File: config.mk
export PLATFORM = sky130hd
export DESIGN_NAME = dma_chan_sched
export DESIGN_NICKNAME = d
export VERILOG_FILES = /design/src/rtl/dma_chan_sched.sv
export SDC_FILE = /design/constraint.sdc
export NUM_CORES = 1
export LEC_CHECK = 0
export CAP_MARGIN = 0
export CORE_MARGIN = 4
export CORE_UTILIZATION = 32
export DETAILED_ROUTE_END_ITERATION = 10
export SLEW_MARGIN = 20
export SYNTH_ARGS = -nofsm -noshare
export SYNTH_HDL_FRONTEND = slang
export SYNTH_SLANG_ARGS = --single-unit
File: constraint.sdc
create_clock -name clk -period 2.5 [get_ports clk]
set_input_delay 0.5 -clock clk [delete_from_list [all_inputs] [get_ports clk]]
set_output_delay 0.5 -clock clk [all_outputs]
set_load 0.01 [all_outputs]
File: src/rtl/dma_chan_sched.sv
// Per-channel DMA request collector and beat-counted transfer sequencer.
// Feeds masked pending requests to the arbiter and runs the granted transfer.
module dma_chan_sched #(
  parameter int unsigned CNT_W = 8
) (
  input  logic             clk,
  input  logic             rst_n,
  input  logic [5:0]       ch_req,
  input  logic [5:0]       ch_en,
  input  logic             cfg_we,
  input  logic [2:0]       cfg_ch,
  input  logic [CNT_W-1:0] cfg_len,
  output logic [5:0]       ShortTimeEnableChannel,
  input  logic [2:0]       DMACActivedChannel,
  input  logic             NextChannelReady,
  output logic             xfer_valid,
  output logic [2:0]       xfer_ch,
  input  logic             xfer_ready,
  output logic [5:0]       ch_done,
  output logic             busy
);

  localparam int unsigned NCH  = 6;
  localparam int unsigned CH_W = 3;

  typedef enum logic [1:0] {IDLE, WAIT_GNT, XFER, DONE} state_t;

  state_t           state;
  logic [NCH-1:0]   pending;
  logic [CNT_W-1:0] len [NCH];
  logic [CNT_W-1:0] cnt;
  logic [CH_W-1:0]  cur;

  logic [NCH-1:0]   cur_oh;
  logic [NCH-1:0]   act_mask;
  logic [NCH-1:0]   req_en;
  logic [NCH-1:0]   clr;
  logic [7:0]       req_pad;
  logic             gnt_ok;
  logic [CNT_W-1:0] gnt_len;

  // Request masking and grant qualification against the live pending set.
  always_comb begin
    cur_oh   = NCH'(1) << cur;
    act_mask = ((state == XFER) || (state == DONE)) ? cur_oh : '0;
    clr      = (state == DONE) ? cur_oh : '0;
    req_en   = pending & ch_en;
    req_pad  = {2'b00, req_en};
    gnt_ok   = NextChannelReady && (DMACActivedChannel <= CH_W'(5)) &&
               req_pad[DMACActivedChannel];
    gnt_len  = len[0];
    for (int i = 1; i < NCH; i++) begin
      if (DMACActivedChannel == CH_W'(i)) gnt_len = len[i];
    end
  end

  assign xfer_ch = cur;

  always_ff @(posedge clk or negedge rst_n) begin
    if (!rst_n) begin
      state                  <= IDLE;
      pending                <= '0;
      ShortTimeEnableChannel <= '0;
      xfer_valid             <= 1'b0;
      ch_done                <= '0;
      busy                   <= 1'b0;
      cnt                    <= '0;
      cur                    <= '0;
      for (int i = 0; i < NCH; i++) len[i] <= CNT_W'(1);
    end else begin
      // A request arriving in DONE re-arms the bit being retired.
      pending                <= (pending & ~clr) | ch_req;
      ShortTimeEnableChannel <= req_en & ~act_mask;
      ch_done                <= '0;
      for (int i = 0; i < NCH; i++) begin
        if (cfg_we && (cfg_ch == CH_W'(i))) len[i] <= cfg_len;
      end
      case (state)
        IDLE: begin
          if (|req_en) begin
            state <= WAIT_GNT;
            busy  <= 1'b1;
          end
        end
        WAIT_GNT: begin
          if (gnt_ok) begin
            cur        <= DMACActivedChannel;
            cnt        <= gnt_len;
            state      <= XFER;
            xfer_valid <= 1'b1;
          end else if (!(|req_en)) begin
            state <= IDLE;
            busy  <= 1'b0;
          end
        end
        XFER: begin
          if (xfer_valid && xfer_ready) begin
            cnt <= cnt - CNT_W'(1);
            if (cnt == CNT_W'(1)) begin
              state      <= DONE;
              xfer_valid <= 1'b0;
              ch_done    <= cur_oh;
            end
          end
        end
        DONE: begin
          state <= IDLE;
          busy  <= 1'b0;
        end
        default: begin
          state      <= IDLE;
          busy       <= 1'b0;
          xfer_valid <= 1'b0;
        end
      endcase
    end
  end

endmodule

==> impl_summary.txt, run 1 <==
----------------------------------------------------
[Floorplanning]
  Die extent in y ... 122 um
  X dimension of the die ... 122 um
  Number of top-level pins ... between 40 and 50
  Core area ... 0.0126 mm^2
  Initial cell density of the core ... 0.328
  Number of placement rows ... just over 40
  Area enclosed by the die boundary ... ~0.015 mm^2

[Routing]
  Detailed router's first-iteration violation count ... 244
  DR WL met3 ... between 300 and 400 um
  Final wirelength ... about 9800 um
  Number of nets still failing antenna checks after routing ... 0
  Count of TritonRoute iterations in the first routing pass ... 4
  Total DRC errors in the routed layout ... 0
  Top routing layer in use ... met4
  Routed length on met2 ... between 4000 and 5000 um
  Via/cell ratio ... about 5.2
  Length of routed wiring on met1 ... 4650 um
  Average routed wire per standard cell ... between 15 and 20 um
  Total via count in the routed design ... a little over 3000

[STA]
  Final hold violations ... 0
  Fmax ... between 0.4 and 0.5 GHz
  Crit path time final ... between 2000 and 2500 ps
  Transition time at the pin with the least slew margin ... a little over 500 ps
  Crit share post-route ... 0.819
  Max-slew violation total from the final report ... 0
  Remaining max-slew budget at the tightest pin ... 0.665
  Final count of negative-setup-slack endpoints ... 0
  Worst clock skew on the final layout ... 4.03 ps
  Setup slack after layout ... about 450 ps
  Setup TNS ... 0 ps
  Hold Slack ... between 100 and 150 ps
  RSZ-0062 raised after global routing ... false

[Layout]
  Total inserted antenna cells ... 0
  Synth-to-Final Area Change ... 26.5%
  Number of nets in the final layout ... around 460
  Share of final-layout standard cells stronger than drive strength 1 ... 0.242
  Layout Cell Area excl Fill ... ~0.0052 mm^2

[Clock network]
  Source-to-sink clock delay at the later pin of the worst-skew pair ... around 340 ps
  Number of buffers inserted by hold repair at cts ... 0
  Register clock-pin slew on the reported worst setup and hold paths ... 60 ps
  Cts bufs inserted ... 9
  H-Tree Depth ... 3
  Number of buffers added for setup after CTS ... 0
  Root Buffer ... clkbuf_16
  CTS sink cnt ... 81
  Maximum buffer depth of the clock tree ... 2
  CTS tree ... built
  Cts repair resizes ... 0

[Yosys]
  Number of storage elements in the synthesis netlist ... between 80 and 90
  Top post-synthesis cells by area ... dfrtp_1, mux2_2, dfstp_2
  Net count after synthesis ... approximately 400
  Number of library cell types mapped by synthesis ... 58
  Async set-reset flop share out of synthesis ... 1.00
  Top-area cell type share of the netlist area ... 0.454
  Most frequent cell after synthesis ... dfrtp_1
  Commonest cells in the netlist ... dfrtp_1, mux2_2, nand2_1
  Total number of yosys warnings ... 0
  Mean Syn Cell Area ... 11.3 um^2
  Post-Syn Instances ... approximately 370
  Proportion of synthesized chip area in sequential cells ... 0.492
  Library cell occupying the most area in the post-synthesis netlist ... dfrtp_1
  Number of enable-type register cells in the synthesized netlist ... 0
  Post-synthesis instance area ... around 0.0041 mm^2
  Most used DFF post-synth ... dfrtp_1

[Setup path]
  Max Fanout on Critical Path ... 12
  CP Class ... input pin to register
  Type of destination of the critical path ... register
  Startpoint Class ... input pin
  Crit path arrival time ... 2270 ps
  Endpoint required time on the critical path ... 2720 ps

[GRT]
  Via count of the first global-routing pass ... 3115
  Final global-route overflow total ... 0
  Maximum number of pins on one net before global-route repair ... 46
  Total routing resource utilization after global routing ... 0.143
  Initial antenna violation count ... 0
  Global-route wire length before repair ... about 16000 um

[Power]
  Peak supply drop ... ~0.00040 V
  Pwr/cell area ... 671 mW/mm^2
  Lkg Pwr ... between 2 and 2.5 nW

[Placement]
  Number of buffers added on ports ... 47
  Global placement routability congestion ... roughly 0.81
  Post-place setup slack ... about 94 ps
  Cell area after placement ... roughly 0.005 mm^2
  Half-perimeter wire length after placement ... between 7000 and 8000 um

[Job]
  Total of max-cap violations ... 0

[Run status]
  Status ... finished, final reports clean

[Hold path]
  Class of the most critical hold timing path ... input pin to asynchronous set/reset pin

----------------------------------------------------
==> logic make-up after synthesis <==
group	synth area share
compound gates	0.146
fa+ha+maj	0.0212
buf+inv	0.0309
flops	0.492
mux	0.189
simple gates	0.121
==> cells in the final DEF, fill, tap and decap left out, types with 8 or more instances in the layout <==
cell type,n
clkdlybuf4s50_1,46
a31oi_1,10
clkbuf_16,9
mux2i_1,15
mux2_2,52
a21o_1,9
dfrtp_1,75
nor2_1,13
a21oi_1,8
inv_1,9
o21ai_0,24
nand2b_1,8
nand3_1,8
a211oi_1,8
buf_4,14
nand2_1,29
==> state kept, by name (all words and copies together), names as in the netlist, named ones only <==
| signal | count |
|---|---|
| ch_done | 6 |
| pending | 6 |
| ShortTimeEnableChannel | 6 |
| xfer_valid | 1 |
| cnt | 8 |
| xfer_ch | 3 |
| state | 1 |
| busy | 1 |
| len | 48 |
==> cell type report <==
type	count	area, um^2
Fill cell	1266	7390
Sequential cell	81	2030
Multi-Input combinational cell	255	1970
Timing Repair Buffer	64	646
Clock buffer	10	239
Tap cell	172	215
Clock inverter	6	90.1
Inverter	9	33.8
==> metal layers <==
layer	track usage	vias to the layer above
met3	0.0334	18
met4	0.0553	0
met2	0.224	68
met5	0	-
li1	-	1467
met1	0.192	1528
==> critical path, cell delays in order <==
cell and delay [ps]:
clkdlybuf4s50_1 450, buf_12 170, nand3b_1 170, a211o_1 310, and3_1 270, nor4b_1 310, a211oi_1 80
==> stage by stage <==
step	power [mW]	utilization	std cells
floorplan	1.90	-	366
global placement	2.08	0.389	581
detailed placement	2.10	0.389	581
CTS	3.56	0.415	597
global route	3.69	0.415	597
finish	3.51	0.415	597
==> final timing paths <==
kind / from / endpoint / slack [ps] / cells past startpoint
setup / recovery: DMACActivedChannel[0] / cnt[3] / 450 / 7
hold / removal: rst_n / len[20] / 120 / 1
setup reg to reg: register / cnt[7] / 460 / 6
hold reg to reg: len[4] / len[4] / 500 / 1
max in group asynchronous: rst_n / len[40] / 1720 / 2
min in group clk: len[4] / len[4] / 500 / 1
==> where the power goes <==
part / leakage, nW / switching [mW] / internal [mW] / total (mW)
registers: 0.975 / 0.101 / 1.50 / 1.60
clock network: 0.159 / 0.538 / 0.904 / 1.44
logic: 0.991 / 0.187 / 0.279 / 0.467
total: 2.13 / 0.826 / 2.69 / 3.51
Note: power is estimated with default switching activity, not from simulation.
==> run 2, diff against run 1 <==
==> constraint.sdc (replaced) <==
create_clock -name clk -period 1.75 [get_ports clk]
set_input_delay 0.35 -clock clk [delete_from_list [all_inputs] [get_ports clk]]
set_output_delay 0.35 -clock clk [all_outputs]
set_load 0.01 [all_outputs]
==> impl_summary.txt, run 2 (synthesized netlist as in run 1, its figures left out) <==
----------------------------------------------------
[Run status]
  Status ... finished, final reports clean

[Clock network]
  Register clock-pin slew on the reported worst setup and hold paths ... 60 ps
  Maximum buffer depth of the clock tree ... 2
  Cts bufs inserted ... 9
  H-Tree Depth ... 3
  Source-to-sink clock delay at the later pin of the worst-skew pair ... 340 ps
  Root Buffer ... clkbuf_16
  CTS sink cnt ... ~80
  CTS tree ... built

[Setup path]
  Crit path arrival time ... 1950 ps
  Type of destination of the critical path ... register
  Endpoint required time on the critical path ... just under 2000 ps
  Startpoint Class ... register
  Max Fanout on Critical Path ... 6
  CP Class ... register to register
  Largest stage delay on the critical path ... 560 ps
  Critical-path cell list ... or4_4 -> nor4_4 -> nand2_2 -> buf_6 -> nor4_1
  Slowest library cell on the worst path ... or4_4

[Placement]
  Half-perimeter wire length after placement ... between 7000 and 8000 um
  Number of buffers added on ports ... 47
  Cell area after placement ... 0.00517 mm^2
  Dpl cells ... about 620
  Global placement routability congestion ... 0.812
  Post-place setup slack ... -504 ps

[Power]
  Peak supply drop ... 0.000406 V
  Pwr/cell area ... 862 mW/mm^2
  Sum of internal, switching and leakage power ... roughly 4.8 mW
  Lkg Pwr ... approximately 2.3 nW

[Layout]
  Top flop regs ... len: 48 flops, cnt: 8 flops
  Leading cell type in the layout, fill and taps excluded ... dfrtp_1
  Commonest non-fill, non-tap cells in the layout ... dfrtp_1, mux2_2, buf_4, clkdlybuf4s50_1, nand2_1
  Final standard cell count with taps included and fillers excluded ... 636
  Total inserted antenna cells ... 0
  Share of final-layout standard cells stronger than drive strength 1 ... 0.330
  Layout Cell Area excl Fill ... approximately 0.0056 mm^2
  Most flop-heavy register ... len
  Number of flip-flops in the largest register ... 48
  Number of nets in the final layout ... around 500
  Synth-to-Final Area Change ... 34.8%

[GRT]
  Maximum number of pins on one net before global-route repair ... 37
  Via count of the first global-routing pass ... between 3000 and 4000
  Final global-route overflow total ... 0
  Initial antenna violation count ... 0
  Global-route wire length before repair ... 17100 um
  Met1 Track Usage GR ... 0.193
  Most Crowded Layer GR ... met2
  Global routing met2 resource utilization ... 0.240
  Total routing resource utilization after global routing ... 0.146
  Met3 GRT Util ... 0.0344

[Routing]
  Via/cell ratio ... ~5
  Total DRC errors in the routed layout ... 0
  Average routed wire per standard cell ... approximately 16 um
  Total via count in the routed design ... roughly 3200
  Detailed router's first-iteration violation count ... ~140
  Final wirelength ... 10100 um
  Number of nets still failing antenna checks after routing ... 0
  Count of TritonRoute iterations in the first routing pass ... 5

[Hold path]
  Class of the most critical hold timing path ... input pin to asynchronous set/reset pin

[STA]
  Transition time at the pin with the least slew margin ... 492 ps
  Crit share post-route ... 0.982
  Final count of negative-setup-slack endpoints ... 0
  Setup slack after layout ... around 32 ps
  Final hold violations ... 0
  Max-slew violation total from the final report ... 0
  Remaining max-slew budget at the tightest pin ... 0.672
  Worst clock skew on the final layout ... roughly 9.3 ps
  Fmax ... 0.582 GHz
  Crit path time final ... approximately 1700 ps
  RSZ-0062 raised after global routing ... true

[Job]
  Total of max-cap violations ... 0

[Floorplanning]
  Core area ... about 0.013 mm^2
  X dimension of the die ... ~120 um
  Area enclosed by the die boundary ... around 0.015 mm^2
  Number of top-level pins ... between 40 and 50
  Initial cell density of the core ... 0.328
  Number of placement rows ... around 40
  Die extent in y ... around 120 um

----------------------------------------------------
-- run 2: final cells by class --
class,instances,area [um^2]
Clock inverter,4,36.3
Sequential cell,81,2030
Clock buffer,12,256
Inverter,9,33.8
Tap cell,172,215
Multi-Input combinational cell,255,2030
Fill cell,1223,7040
Timing Repair Buffer,103,973
-- run 2: worst paths after layout --
kind                        start    endpoint  slack, ps  depth (start not counted)
setup / recovery           cnt[6]  ch_done[3]         30                          5
min in group clk           len[5]      len[5]        510                          1
max in group asynchronous   rst_n  xfer_ch[1]        680                          3
hold reg to reg            len[5]      len[5]        510                          1
setup reg to reg           cnt[6]  ch_done[3]         30                          5
hold / removal              rst_n      len[4]        500                          2
-- run 2: metal layers --
metal  up-vias  part of all wire
li1       1551                 -
met1      1575              0.47
met2        63              0.47
met3         9             0.044
met4         0            0.0094
met5         -                 0
-- run 2: critical path, delay by kind of cell, from the launching register on --
kind                   cells  cell delay (ps)
DFF                        1              380
buffers and inverters      1              140
and+or+nand+nor            4             1100
-- run 2: metrics by stage --
| step | hold slack [ps] | setup TNS (ps) | util |
|---|---|---|---|
| floorplan | 54.4 | 0 | - |
| global placement | 344 | -9430 | 0.409 |
| detailed placement | 350 | -10940 | 0.409 |
| CTS | 511 | 0 | 0.438 |
| global route | 525 | -350 | 0.442 |
| finish | 504 | 0 | 0.442 |
-- run 2: power by group --
| group | internal (mW) | switching (mW) |
|---|---|---|
| logic | 0.431 | 0.278 |
| clock network | 1.05 | 0.756 |
| registers | 2.15 | 0.143 |
| total | 3.63 | 1.18 |
-- run 2: repair_timing --
| action | 4_1_cts | 5_1_grt |
|---|---|---|
| resized for setup | 7 | 15 |
| hold endpoints to repair | 28 | 0 |
| hold buffers | 1 | 0 |
| endpoints found under the setup margin | 16 | 18 |
| setup buffers | 2 | 1 |
| pin swaps | 0 | 5 |
| gates cloned | 1 | 0 |
